[src/rtl/jtag_pkg.sv]
// Shared JTAG definitions: TAP state encoding, instruction codes, DR selection
// and the command codes the initiator side already uses.
package jtag_pkg;

  typedef enum logic [3:0] {
    TAP_EX2DR   = 4'h0,
    TAP_EX1DR   = 4'h1,
    TAP_SHDR    = 4'h2,
    TAP_PAUSEDR = 4'h3,
    TAP_SELIR   = 4'h4,
    TAP_UPDDR   = 4'h5,
    TAP_CAPDR   = 4'h6,
    TAP_SELDR   = 4'h7,
    TAP_EX2IR   = 4'h8,
    TAP_EX1IR   = 4'h9,
    TAP_SHIR    = 4'hA,
    TAP_PAUSEIR = 4'hB,
    TAP_RTI     = 4'hC,
    TAP_UPDIR   = 4'hD,
    TAP_CAPIR   = 4'hE,
    TAP_TLR     = 4'hF
  } tap_state_e;

  localparam logic [3:0] IR_ABORT   = 4'b1000;
  localparam logic [3:0] IR_DPACC   = 4'b1010;
  localparam logic [3:0] IR_APACC   = 4'b1011;
  localparam logic [3:0] IR_IDCODE  = 4'b1110;
  localparam logic [3:0] IR_BYPASS  = 4'b1111;
  localparam logic [3:0] IR_CAPTURE = 4'b0001;

  localparam logic [2:0] JTAG_CMD_NOP     = 3'd0;
  localparam logic [2:0] JTAG_CMD_RESET   = 3'd1;
  localparam logic [2:0] JTAG_CMD_IR_SCAN = 3'd2;
  localparam logic [2:0] JTAG_CMD_DR_SCAN = 3'd3;
  localparam logic [2:0] JTAG_CMD_READID  = 3'd4;

  typedef enum logic [2:0] {
    DR_BYPASS,
    DR_IDCODE,
    DR_DPACC,
    DR_APACC,
    DR_ABORT
  } dr_sel_e;

  // Unknown instruction codes fall back to the 1-bit bypass register.
  function automatic dr_sel_e dr_sel(input logic [3:0] ir_v);
    case (ir_v)
      IR_ABORT:  return DR_ABORT;
      IR_DPACC:  return DR_DPACC;
      IR_APACC:  return DR_APACC;
      IR_IDCODE: return DR_IDCODE;
      default:   return DR_BYPASS;
    endcase
  endfunction

endpackage

[src/rtl/jtag_tap_fsm.sv]
// IEEE 1149.1 16-state TAP controller, stepped once per advance strobe.
module jtag_tap_fsm
  import jtag_pkg::*;
(
  input  logic       clk,
  input  logic       rst,
  input  logic       advance,
  input  logic       tms,
  output logic [3:0] state
);

  tap_state_e r_state;

  always_ff @(posedge clk) begin
    if (rst) begin
      r_state <= TAP_TLR;
    end else if (advance) begin
      case (r_state)
        TAP_TLR:     r_state <= tms ? TAP_TLR     : TAP_RTI;
        TAP_RTI:     r_state <= tms ? TAP_SELDR   : TAP_RTI;
        TAP_SELDR:   r_state <= tms ? TAP_SELIR   : TAP_CAPDR;
        TAP_CAPDR:   r_state <= tms ? TAP_EX1DR   : TAP_SHDR;
        TAP_SHDR:    r_state <= tms ? TAP_EX1DR   : TAP_SHDR;
        TAP_EX1DR:   r_state <= tms ? TAP_UPDDR   : TAP_PAUSEDR;
        TAP_PAUSEDR: r_state <= tms ? TAP_EX2DR   : TAP_PAUSEDR;
        TAP_EX2DR:   r_state <= tms ? TAP_UPDDR   : TAP_SHDR;
        TAP_UPDDR:   r_state <= tms ? TAP_SELDR   : TAP_RTI;
        TAP_SELIR:   r_state <= tms ? TAP_TLR     : TAP_CAPIR;
        TAP_CAPIR:   r_state <= tms ? TAP_EX1IR   : TAP_SHIR;
        TAP_SHIR:    r_state <= tms ? TAP_EX1IR   : TAP_SHIR;
        TAP_EX1IR:   r_state <= tms ? TAP_UPDIR   : TAP_PAUSEIR;
        TAP_PAUSEIR: r_state <= tms ? TAP_EX2IR   : TAP_PAUSEIR;
        TAP_EX2IR:   r_state <= tms ? TAP_UPDIR   : TAP_SHIR;
        TAP_UPDIR:   r_state <= tms ? TAP_SELDR   : TAP_RTI;
        default:     r_state <= TAP_TLR;
      endcase
    end
  end

  assign state = r_state;

endmodule

[src/rtl/jtag_tap_target.sv]
// JTAG-DP style TAP target running on the system clock: oversamples tck,
// shifts IR/DR, and turns DPACC/APACC/ABORT updates into one-clk pulses.
module jtag_tap_target
  import jtag_pkg::*;
#(
  parameter logic [31:0] IDCODE = 32'h4BA00477,
  parameter int          IRLEN  = 4
) (
  input  logic        clk,
  input  logic        rst,
  input  logic        tck,
  input  logic        tms,
  input  logic        tdi,
  output logic        tdo,
  output logic [3:0]  ir,
  output logic [3:0]  tap_state,
  output logic        req,
  output logic        req_apndp,
  output logic [1:0]  req_addr32,
  output logic        req_rnw,
  output logic [31:0] req_wdata,
  output logic        abort,
  input  logic [31:0] rdata,
  input  logic [2:0]  ack
);

  logic r_tck_s1, r_tck_s2, r_tck_d;
  logic r_tms_s1, r_tms_s2;
  logic r_tdi_s1, r_tdi_s2;

  always_ff @(posedge clk) begin
    if (rst) begin
      r_tck_s1 <= 1'b0;
      r_tck_s2 <= 1'b0;
      r_tck_d  <= 1'b0;
      r_tms_s1 <= 1'b0;
      r_tms_s2 <= 1'b0;
      r_tdi_s1 <= 1'b0;
      r_tdi_s2 <= 1'b0;
    end else begin
      r_tck_s1 <= tck;
      r_tck_s2 <= r_tck_s1;
      r_tck_d  <= r_tck_s2;
      r_tms_s1 <= tms;
      r_tms_s2 <= r_tms_s1;
      r_tdi_s1 <= tdi;
      r_tdi_s2 <= r_tdi_s1;
    end
  end

  logic       w_rise, w_fall;
  logic [3:0] w_state_bits;
  tap_state_e w_state;

  assign w_rise = r_tck_s2 & ~r_tck_d;
  assign w_fall = ~r_tck_s2 & r_tck_d;

  // The FSM advances on the same clk that performs the current state's action.
  jtag_tap_fsm u_fsm (
    .clk     (clk),
    .rst     (rst),
    .advance (w_rise),
    .tms     (r_tms_s2),
    .state   (w_state_bits)
  );

  assign w_state = tap_state_e'(w_state_bits);

  logic [IRLEN-1:0] r_ir, r_ir_sr;
  logic [34:0]      r_dr;
  logic             r_tdo, r_req, r_abort, r_req_apndp, r_req_rnw;
  logic [1:0]       r_req_addr32;
  logic [31:0]      r_req_wdata;
  dr_sel_e          w_sel;
  logic [34:0]      w_dr_capture, w_dr_shift;

  assign w_sel = dr_sel(r_ir);

  always_comb begin
    w_dr_capture = 35'd0;
    case (w_sel)
      DR_IDCODE:          w_dr_capture = {3'b000, IDCODE};
      DR_DPACC, DR_APACC: w_dr_capture = {rdata, ack};
      default:            w_dr_capture = 35'd0;
    endcase
  end

  // tdi enters the top bit of whichever register length is selected.
  always_comb begin
    w_dr_shift = 35'd0;
    case (w_sel)
      DR_IDCODE: w_dr_shift = {3'b000, r_tdi_s2, r_dr[31:1]};
      DR_BYPASS: w_dr_shift = {34'd0, r_tdi_s2};
      default:   w_dr_shift = {r_tdi_s2, r_dr[34:1]};
    endcase
  end

  always_ff @(posedge clk) begin
    if (rst) begin
      r_ir         <= IR_IDCODE;
      r_ir_sr      <= '0;
      r_dr         <= 35'd0;
      r_tdo        <= 1'b0;
      r_req        <= 1'b0;
      r_abort      <= 1'b0;
      r_req_apndp  <= 1'b0;
      r_req_addr32 <= 2'b00;
      r_req_rnw    <= 1'b0;
      r_req_wdata  <= 32'd0;
    end else begin
      r_req   <= 1'b0;
      r_abort <= 1'b0;
      if (w_state == TAP_TLR) r_ir <= IR_IDCODE;
      if (w_rise) begin
        case (w_state)
          TAP_CAPIR: r_ir_sr <= IR_CAPTURE;
          TAP_SHIR:  r_ir_sr <= {r_tdi_s2, r_ir_sr[IRLEN-1:1]};
          TAP_UPDIR: r_ir    <= r_ir_sr;
          TAP_CAPDR: r_dr    <= w_dr_capture;
          TAP_SHDR:  r_dr    <= w_dr_shift;
          TAP_UPDDR: begin
            case (w_sel)
              DR_DPACC, DR_APACC: begin
                r_req        <= 1'b1;
                r_req_apndp  <= (w_sel == DR_APACC);
                r_req_addr32 <= r_dr[2:1];
                r_req_rnw    <= r_dr[0];
                r_req_wdata  <= r_dr[34:3];
              end
              DR_ABORT: begin
                r_abort     <= 1'b1;
                r_req_wdata <= r_dr[34:3];
              end
              default: ;
            endcase
          end
          default: ;
        endcase
      end
      if (w_fall) begin
        if (w_state == TAP_SHDR)      r_tdo <= r_dr[0];
        else if (w_state == TAP_SHIR) r_tdo <= r_ir_sr[0];
        else                          r_tdo <= 1'b0;
      end
    end
  end

  assign tdo        = r_tdo;
  assign ir         = r_ir;
  assign tap_state  = w_state_bits;
  assign req        = r_req;
  assign req_apndp  = r_req_apndp;
  assign req_addr32 = r_req_addr32;
  assign req_rnw    = r_req_rnw;
  assign req_wdata  = r_req_wdata;
  assign abort      = r_abort;

endmodule
[config.mk]
export PLATFORM = sky130hd
export DESIGN_NAME = jtag_tap_target
export DESIGN_NICKNAME = d
export VERILOG_FILES = /design/src/rtl/jtag_pkg.sv /design/src/rtl/jtag_tap_fsm.sv /design/src/rtl/jtag_tap_target.sv
export SDC_FILE = /design/constraint.sdc
export NUM_CORES = 1
export LEC_CHECK = 0
export ABC_AREA = 1
export CORE_ASPECT_RATIO = 1.75
export CORE_MARGIN = 8
export CORE_UTILIZATION = 50
export CTS_BUF_LIST = sky130_fd_sc_hd__clkbuf_16
export DETAILED_ROUTE_END_ITERATION = 16
export MAX_ROUTING_LAYER = met4
export PLACE_DENSITY = 0.8
export SLEW_MARGIN = 15
export SYNTH_ARGS = -nofsm -noshare
export SYNTH_HDL_FRONTEND = slang
export SYNTH_HIERARCHICAL = 1
export SYNTH_SLANG_ARGS = --single-unit
[constraint.sdc]
create_clock -name clk -period 1.6 [get_ports clk]
set_input_delay 0.32 -clock clk [delete_from_list [all_inputs] [get_ports clk]]
set_output_delay 0.32 -clock clk [all_outputs]
set_load 0.02 [all_outputs]
-- Yosys cells after proc, flatten, opt, wreduce, memory -nomap -nowiden
Index checks and enable logic that the tools add are counted.
- output and inout port bits: 47
- register bits after elaboration: 93
- bits of input ports: 40
- logic and storage cells: 86
- equal/unequal tests: 23
- bitwise logic cells: 6
- mux-type cells: 25
- reduce and logical (&&, ||, !) cells: 14
- operators by type and width (operator ; number):
    35-bit one-hot mux with 2 select lines ; 3
    4-bit equality test, second input constant ; 12
    4-bit one-hot mux with 12 select lines ; 1
    4-bit by 3-bit equality test with 1-bit output, second input constant ; 4
    4-bit two-way mux ; 4
    2-bit two-way mux ; 6
    3-bit two-way mux ; 4
    3-bit one-hot mux with 4 select lines ; 1
    3-bit OR reduction ; 3
    4-bit by 2-bit equality test with 1-bit output, second input constant ; 2
    4-bit one-hot mux with 2 select lines ; 1
    3-bit by 2-bit equality test with 1-bit output, second input constant ; 2
    3-bit AND reduction ; 2
    2-bit OR reduction ; 3
    1-bit two-way mux ; 5
    4-bit by 1-bit equality test with 1-bit output, second input constant ; 1
    4-bit zero test ; 1
    1-bit NOT ; 4
    2-bit AND reduction ; 2
    2-bit nonzero test ; 2
    3-bit by 1-bit equality test with 1-bit output, second input constant ; 1
    3-bit equality test, second input constant ; 1
    3-bit zero test ; 1
    1-bit bitwise AND ; 2

-- Longest topological paths before layout
Gate-level depths: netlist (run 1).
- depth after elaboration: 6
- mapped depth: 10
- mapped depth without buffers: 9

-- Hierarchy
Netlist (run 1), hierarchy kept.
- by module, submodules not included (module ; seq. area each (µm²) ; times used ; area each (µm²) ; cells each):
    jtag_tap_target ; 1781.7 ; 1 ; 3726.1 ; 510
    jtag_tap_fsm ; 80.1 ; 1 ; 247.7 ; 41

-- Worst setup path after synthesis (run 1)
OpenSTA, ideal clock, no wires.
- path kind: register to register
- from: reg u_fsm.r_state[1] (netlist: u_fsm/state[1])
- to: reg r_dr[11]
- setup slack: 0.066 ns
- buffers on the path: 1
- library setup time: 0.121 ns
- cell stages (with the launch flop): 7
- clock period less this slack: 1.534 ns
- required time: 1.479 ns
- arrival: 1.413 ns
- path through: dfxtp_1 nand2_1 inv_2 nand3_1 buf_2 a31oi_1 a21oi_1
- cells in the longest elaborated chain, start to end: 3
- elaborated cells on any way between the ends: 5
- those cells by class: eq/ne: 2; mux: 1; reduce/logical: 2
- RTL lines (element ; RTL line ; text):
    start, declared ; jtag_tap_fsm.sv:12 ; tap_state_e r_state;
    start signal, assigned ; jtag_tap_fsm.sv:19 ; TAP_TLR: r_state <= tms ? TAP_TLR : TAP_RTI;
    start signal, assigned ; jtag_tap_fsm.sv:20 ; TAP_RTI: r_state <= tms ? TAP_SELDR : TAP_RTI;
    start signal, assigned ; jtag_tap_fsm.sv:21 ; TAP_SELDR: r_state <= tms ? TAP_SELIR : TAP_CAPDR;
    4-bit by 2-bit equality test with 1-bit output / 4-bit by 3-bit equality test with 1-bit output (equally long branches) ; jtag_tap_target.sv:115 ; case (w_state)
    2-bit nonzero test (no line) ; -- ;
    2-bit AND reduction (no line) ; -- ;
    end signal, assigned ; jtag_tap_target.sv:119 ; TAP_CAPDR: r_dr <= w_dr_capture;
    end signal, assigned ; jtag_tap_target.sv:120 ; TAP_SHDR: r_dr <= w_dr_shift;
    end, declared ; jtag_tap_target.sv:70 ; logic [34:0] r_dr;
Several ways; a longest one is shown, not always the timed one.
A chain may end at the register's enable or synchronous reset.

-- Final worst setup path (run 1)
- from: reg u_fsm.r_state[3] (netlist: u_fsm/state[3])
- to: out tap_state[3]
- RTL lines (element ; RTL line ; text):
    end, declared ; jtag_tap_target.sv:16 ; output logic [3:0] tap_state,
No word-level cell between the ends.

==> results.md, run 1 <==
* Status: completed
* Number of nets in the layout at 676
* Starting Density at 50.9%
* Met1 GRT Util at 21.7%
* Number of synthesized flops with an enable pin at 0
* FF/Latch Area at 1860 um2
* CP max-delay cell: dfxtp_1
* Mapped cell area at 3970 um2
* H-Tree Depth at 3
* Post-DP HPWL at 7900 um
* Largest stage delay, worst path at 0.48 ns
* Area after DPL at 4980 um2
* Max-cap check violation count at 0
* Met3 GRT Util at 4.92%
* Seq cells post-synth at 93
* Total global-route track usage at 20.7%
* Synth area leader: dfxtp_1
* Core area at 7800 um2
* Async set or reset register ratio after synthesis at 0%
* Initial drt markers at 388
* Number of CTS-inserted buffers at 9
* DRT Pass-1 Iters at 5
* Die Wd at 83.4 um
* # resized after CTS at 46
* Hold bufs inserted after CTS at 0
* Skew final at 0.00576 ns
* Startpoint types: flip-flop
* Unrepaired setup endpoints after global routing: no
* Final slew viol count at 0
* Buf/Inv on CP at 1
* GRT overflow at 0
* Final period util at 95.5%
* Final min period at 1.53 ns
* Max_slew headroom at 73.9%
* Busiest grt layer: met2
* Yosys top cell area share at 46.9%
* Multi-input logic area at 1770 um2
* Highest clock rate at 654 MHz
* Post-DRT Antenna Nets at 0
* CTS Sinks at 93
* Cell breakdown of the critical path: dlygate4sd2_1
* Postcts setup bufs at 0
* Synth unique cells at 25
* Antenna violations before repair at 0
* Crit-path leading delay family: flip-flops
* CTS tree: done
* WP data required at 1.28 ns
* Crit path max fanout at 6
* Static Leak at 2.32 nW
* Fill count at 708
* Number of global-route vias before repair at 3,896
* N_diodes at 0
* CP endpoint kind: output pin
* Die footprint at 11,200 um2
* First-pass GRT wire length at 18,500 um
* Cell with the most instances after synthesis: nor2_1
* Maximum VDD drop at 738 uV
* IO Count at 87
* Die Ht at 134 um
* Top cells by area, synth: dfxtp_1 47%, nor2_1 10%, o21ai_0 7.2%
* Final Hold Fails at 0
* Port Buffers at 86
* Power Dens Cells at 942 nW/um2
* Top post-synthesis cells by count: 107 x nor2_1, 93 x dfxtp_1, 62 x nand2_1, 57 x o21ai_0, 55 x nand3_1
* Cell area after layout at 5250 um2
* Setup CP Type: flip-flop to output pin
* Post-Synthesis Net Count at 591
* CTS Buffer Depth at 2
* Register area share after synthesis at 46.9%
* RD Place Congestion at 0.877
* Worst Tran Pin Value at 0.388 ns
* Main synth FF type: dfxtp_1
* Synthesis-to-finish area growth at 32.1%
* Avg Inst Size Synth at 7.21 um2
* Wirelength, routed at 11,200 um
* Setup TNS at 0 ns
* Row count at 43
* Cells after synthesis at 551
* Clk slew on worst S/H paths at 0.06 ns
* Clock root cell: clkbuf_16
* Vias at 4,023
* Finish-stage setup viols at 0
* Synth warn at 6
* Vias per cell at 5.50
* Largest net degree at the start of global routing at 73
* Layout cells sized above 1 at 8.89%
* Met2 GRT Util at 35.1%
* Crit path DAT at 1.21 ns
* Hold WC Path Type: flip-flop to flip-flop
* Clk_lat worst skew at 0.35 ns
* Routed WL per cell at 15.3 um
* Residual DRC at 0
[sequential cells by signal, indices dropped and copies added (netlist names)]
register / count
r_tdi_s2: 1
req: 1
ir: 4
req_addr32: 2
r_tck_s2: 1
req_wdata: 32
req_rnw: 1
r_tck_d: 1
req_apndp: 1
u_fsm/state: 4
tdo: 1
r_tck_s1: 1
r_ir_sr: 4
r_dr: 35
r_tms_s1: 1
r_tdi_s1: 1
abort: 1
r_tms_s2: 1
[per-layer routing]
layer	up-vias	routed length (um)
met2	119	5940
met1	1880	4310
met3	18	646
met4	0	265
met5	-	0
li1	2006	-
[power by group]
part,switching [W],leakage [nW],internal [W]
Sequential,0.0000154,0.750,0.00233
Clock,0.000924,0.154,0.00137
Combinational,0.000154,1.42,0.000148
[metrics by stage]
| step | power [W] | cells | hold slack [ns] | worst slack, ns | utilization [%] |
|---|---|---|---|---|---|
| finish | 0.00495 | 731 | 0.405 | 0.0715 | 67.3 |
| global route | 0.00510 | 731 | 0.416 | 0.00277 | 67.3 |
| detailed placement | 0.00270 | 715 | 0.396 | 0.0915 | 63.8 |
| floorplan | 0.00253 | 551 | 0.388 | 0.0663 | - |
| CTS | 0.00497 | 731 | 0.404 | 0.000606 | 67.2 |
| global placement | 0.00270 | 715 | 0.393 | 0.108 | 63.8 |
[cells by family (layout without fill, tap and decap cells)]
family	count (synthesis)	after routing	synth area share (%)
simple gates	239	239	25.4
compound gates	143	143	19.1
flops	93	93	46.9
buf+inv	76	166	8.69
[final timing paths]
kind | startpoint | to | slack, ns | cells after the start
min reg2reg | r_tdi_s1 | r_tdi_s2 | 0.40 | 2
max reg2reg | ir[1] | req_wdata[21] | 0.09 | 6
max | u_fsm/state[3] | tap_state[3] | 0.07 | 1
min | r_tdi_s1 | r_tdi_s2 | 0.40 | 2
[worst register-to-register path: cells and delay by family (launching register included)]
family | cells | cell delay [ns]
simple gates | 4 | 0.57
flops | 1 | 0.40
compound gates | 1 | 0.22
buf+inv | 1 | 0.20
[layout by cell type (no fill, tap or decap), types with 2 or more instances in the layout]
cell type	Yosys	layout
dfxtp_1	93	91
buf_12	0	3
inv_1	32	32
clkinv_1	1	2
buf_4	1	20
o211ai_1	3	3
a21oi_1	43	43
nand3_1	55	55
nand2_1	62	62
a22oi_1	2	2
nand2_2	5	5
inv_2	7	7
o21ai_0	57	56
nand4_1	5	5
dfxtp_2	0	2
clkdlybuf4s50_1	0	39
clkinv_4	0	2
a31oi_1	21	21
nor2_1	107	107
o21ai_1	16	17
dlygate4sd2_1	0	46
bufinv_16	0	2
nor3_1	2	2
clkbuf_16	0	9
[final cells by class]
cell class,count,share of cell area (%)
repair buffers,110,19.6
clock buffers,9,4.29
multi-input cells,382,33.8
clock inverters,7,1.86
flip-flops and latches,93,35.5
inverters,40,2.86
well taps,90,2.14
Power figures use the tool's default switching activity.
==> run 2: changes to the inputs <==
CELL_PAD_IN_SITES_DETAIL_PLACEMENT = 0   (was default)
CELL_PAD_IN_SITES_GLOBAL_PLACEMENT = 1   (was default)
CORE_UTILIZATION = 36   (was 50)
HOLD_SLACK_MARGIN = 0.03   (was default)
PLACE_DENSITY = 0.81   (was 0.8)
==> results.md, run 2 (synthesized netlist as in run 1, its figures left out) <==
* Finish-stage setup viols at 0 (unchanged)
* Sequential share of power at 52.2% (was 47.4%)
* Final min period at 1.51 ns (was 1.53 ns)
* Crit path DAT at 1.19 ns (was 1.21 ns)
* Residual DRC at 0 (unchanged)
* Largest net degree at the start of global routing at 43 (was 73)
* Total global-route track usage at 17.0% (was 20.7%)
* Cell breakdown of the critical path: dlygate4sd2_1 (unchanged)
* WP data required at 1.28 ns (about the same)
* Final period util at 94.2% (was 95.5%)
* Switching share of power at 22.4% (was 22.1%)
* Final Hold Fails at 0 (unchanged)
* Worst Tran Pin Value at 0.343 ns (was 0.388 ns)
* Clk slew on worst S/H paths at 0.06 ns (about the same)
* Max-cap check violation count at 0 (unchanged)
* Crit-path leading delay family: flip-flops (unchanged)
* Power Dens Cells at 857 nW/um2 (was 942 nW/um2)
* Largest stage delay, worst path at 0.47 ns (was 0.48 ns)
* Postcts setup bufs at 0 (unchanged)
* Register bank with the most flops: r_dr (unchanged)
* Hold bufs inserted after CTS at 0 (unchanged)
* Hold WC Path Type: flip-flop to flip-flop (unchanged)
* Post-DRT Antenna Nets at 0 (unchanged)
* CP max-delay cell: dfxtp_1 (unchanged)
* Core area at 11,000 um2 (was 7800 um2)
* Clock root cell: clkbuf_16 (unchanged)
* H-Tree Depth at 3 (unchanged)
* CTS Sinks at 93 (unchanged)
* Clock network power share at 41.1% (was 46.5%)
* Vias at 3,986 (was 4,023)
* Vias per cell at 5.16 (was 5.50)
* Highest clock rate at 663 MHz (was 654 MHz)
* Buf/Inv on CP at 1 (unchanged)
* Skew final at 0.00650 ns (was 0.00576 ns)
* GRT overflow at 0 (unchanged)
* Static Leak at 2.30 nW (was 2.32 nW)
* First-pass GRT wire length at 19,100 um (was 18,500 um)
* Startpoint types: flip-flop (unchanged)
* Die Ht at 155 um (was 134 um)
* Wirelength, routed at 11,800 um (was 11,200 um)
* Starting Density at 36.2% (was 50.9%)
* IO Count at 87 (unchanged)
* CP endpoint kind: output pin (unchanged)
* Commonest non-fill, non-tap cell in the layout: nor2_1 (unchanged)
* Net Switching at 0.00101 W (was 0.00109 W)
* Number of nets in the layout at 678 (was 676)
* Final slew viol count at 0 (unchanged)
* Setup TNS at 0 ns (unchanged)
* Synthesis-to-finish area growth at 32.3% (was 32.1%)
* DRT Pass-1 Iters at 4 (was 5)
* Max_slew headroom at 77.1% (was 73.9%)
* Unrepaired setup endpoints after global routing: no (unchanged)
* Row count at 51 (was 43)
* CTS Buffer Depth at 2 (unchanged)
* RD Place Congestion at 0.842 (was 0.877)
* Die footprint at 14,800 um2 (was 11,200 um2)
* Most frequent cells in the layout: 107 x nor2_1, 90 x dfxtp_1, 62 x nand2_1 (was 107 x nor2_1, 91 x dfxtp_1, 62 x nand2_1)
* Initial drt markers at 226 (was 388)
* Antenna violations before repair at 0 (unchanged)
* Die Wd at 95.4 um (was 83.4 um)
* Status: completed (unchanged)
* Overall power at 0.00451 W (was 0.00495 W)
* Internal power at 0.00349 W (was 0.00385 W)
* Number of global-route vias before repair at 3,867 (was 3,896)
* Setup CP Type: flip-flop to output pin (unchanged)
* CTS tree: done (unchanged)
* Comb power frac at 6.7% (was 6.1%)
* Final core occ at 47.9% (was 67.3%)
* Layout cells sized above 1 at 8.89% (unchanged)
* Routed WL per cell at 15.3 um (about the same)
* Max reg flops at 35 (unchanged)
* Maximum VDD drop at 578 uV (was 738 uV)
* Number of CTS-inserted buffers at 9 (unchanged)
* N_diodes at 0 (unchanged)
* Post-DP HPWL at 8490 um (was 7900 um)
* Crit path max fanout at 5 (was 6)
* Clk_lat worst skew at 0.34 ns (was 0.35 ns)
* Port Buffers at 86 (unchanged)
run 2: metal layers:
layer	track usage, %	vias up	share of wire [%]
met1	18.4	1851	39
met3	4.25	18	5.7
met4	6.56	0	2.1
met5	-	-	0
li1	-	2004	-
met2	28.9	113	53
run 2: power by group through the flow:
stage	registers [W]	logic (W)	clock network, W
finish	0.00235	0.000304	0.00185
global placement	0.00240	0.000308	0
detailed placement	0.00240	0.000307	0
CTS	0.00235	0.000305	0.00191
floorplan	0.00241	0.000121	0
global route	0.00235	0.000332	0.00202
run 2: through the flow:
step | hold WS (ns) | worst slack, ns | std cells | area [um2]
6_report | 0.402 | 0.0923 | 773 | 5260
5_1_grt | 0.424 | 0.0365 | 773 | 5260
4_1_cts | 0.401 | 0.000817 | 773 | 5240
3_5_place_dp | 0.398 | 0.0211 | 759 | 5040
3_3_place_gp | 0.392 | 0.0633 | 759 | 5040
2_1_floorplan | 0.388 | 0.0663 | 551 | 3970
run 2: area by class of cell:
cell class,instances,area (um2)
fillers,1145,5720
clock buffers,9,225
inverters,40,155
well taps,132,165
clock inverters,5,22.5
repair buffers,112,1050
multi-input cells,382,1780
flip-flops and latches,93,1870
run 2: what timing repair did:
action,CTS,global route
setup endpoints to repair,47,65
pin swaps,0,0
gates resized for setup,47,10
run 2: final timing paths:
path | slack [ns] | cells after the start | end | start
hold / removal | 0.40 | 2 | r_tck_s2 | r_tck_s1
setup reg to reg | 0.15 | 7 | r_dr[27] | u_fsm/state[0]
hold reg to reg | 0.40 | 2 | r_tck_s2 | r_tck_s1
setup / recovery | 0.09 | 1 | ir[0] | ir[0]
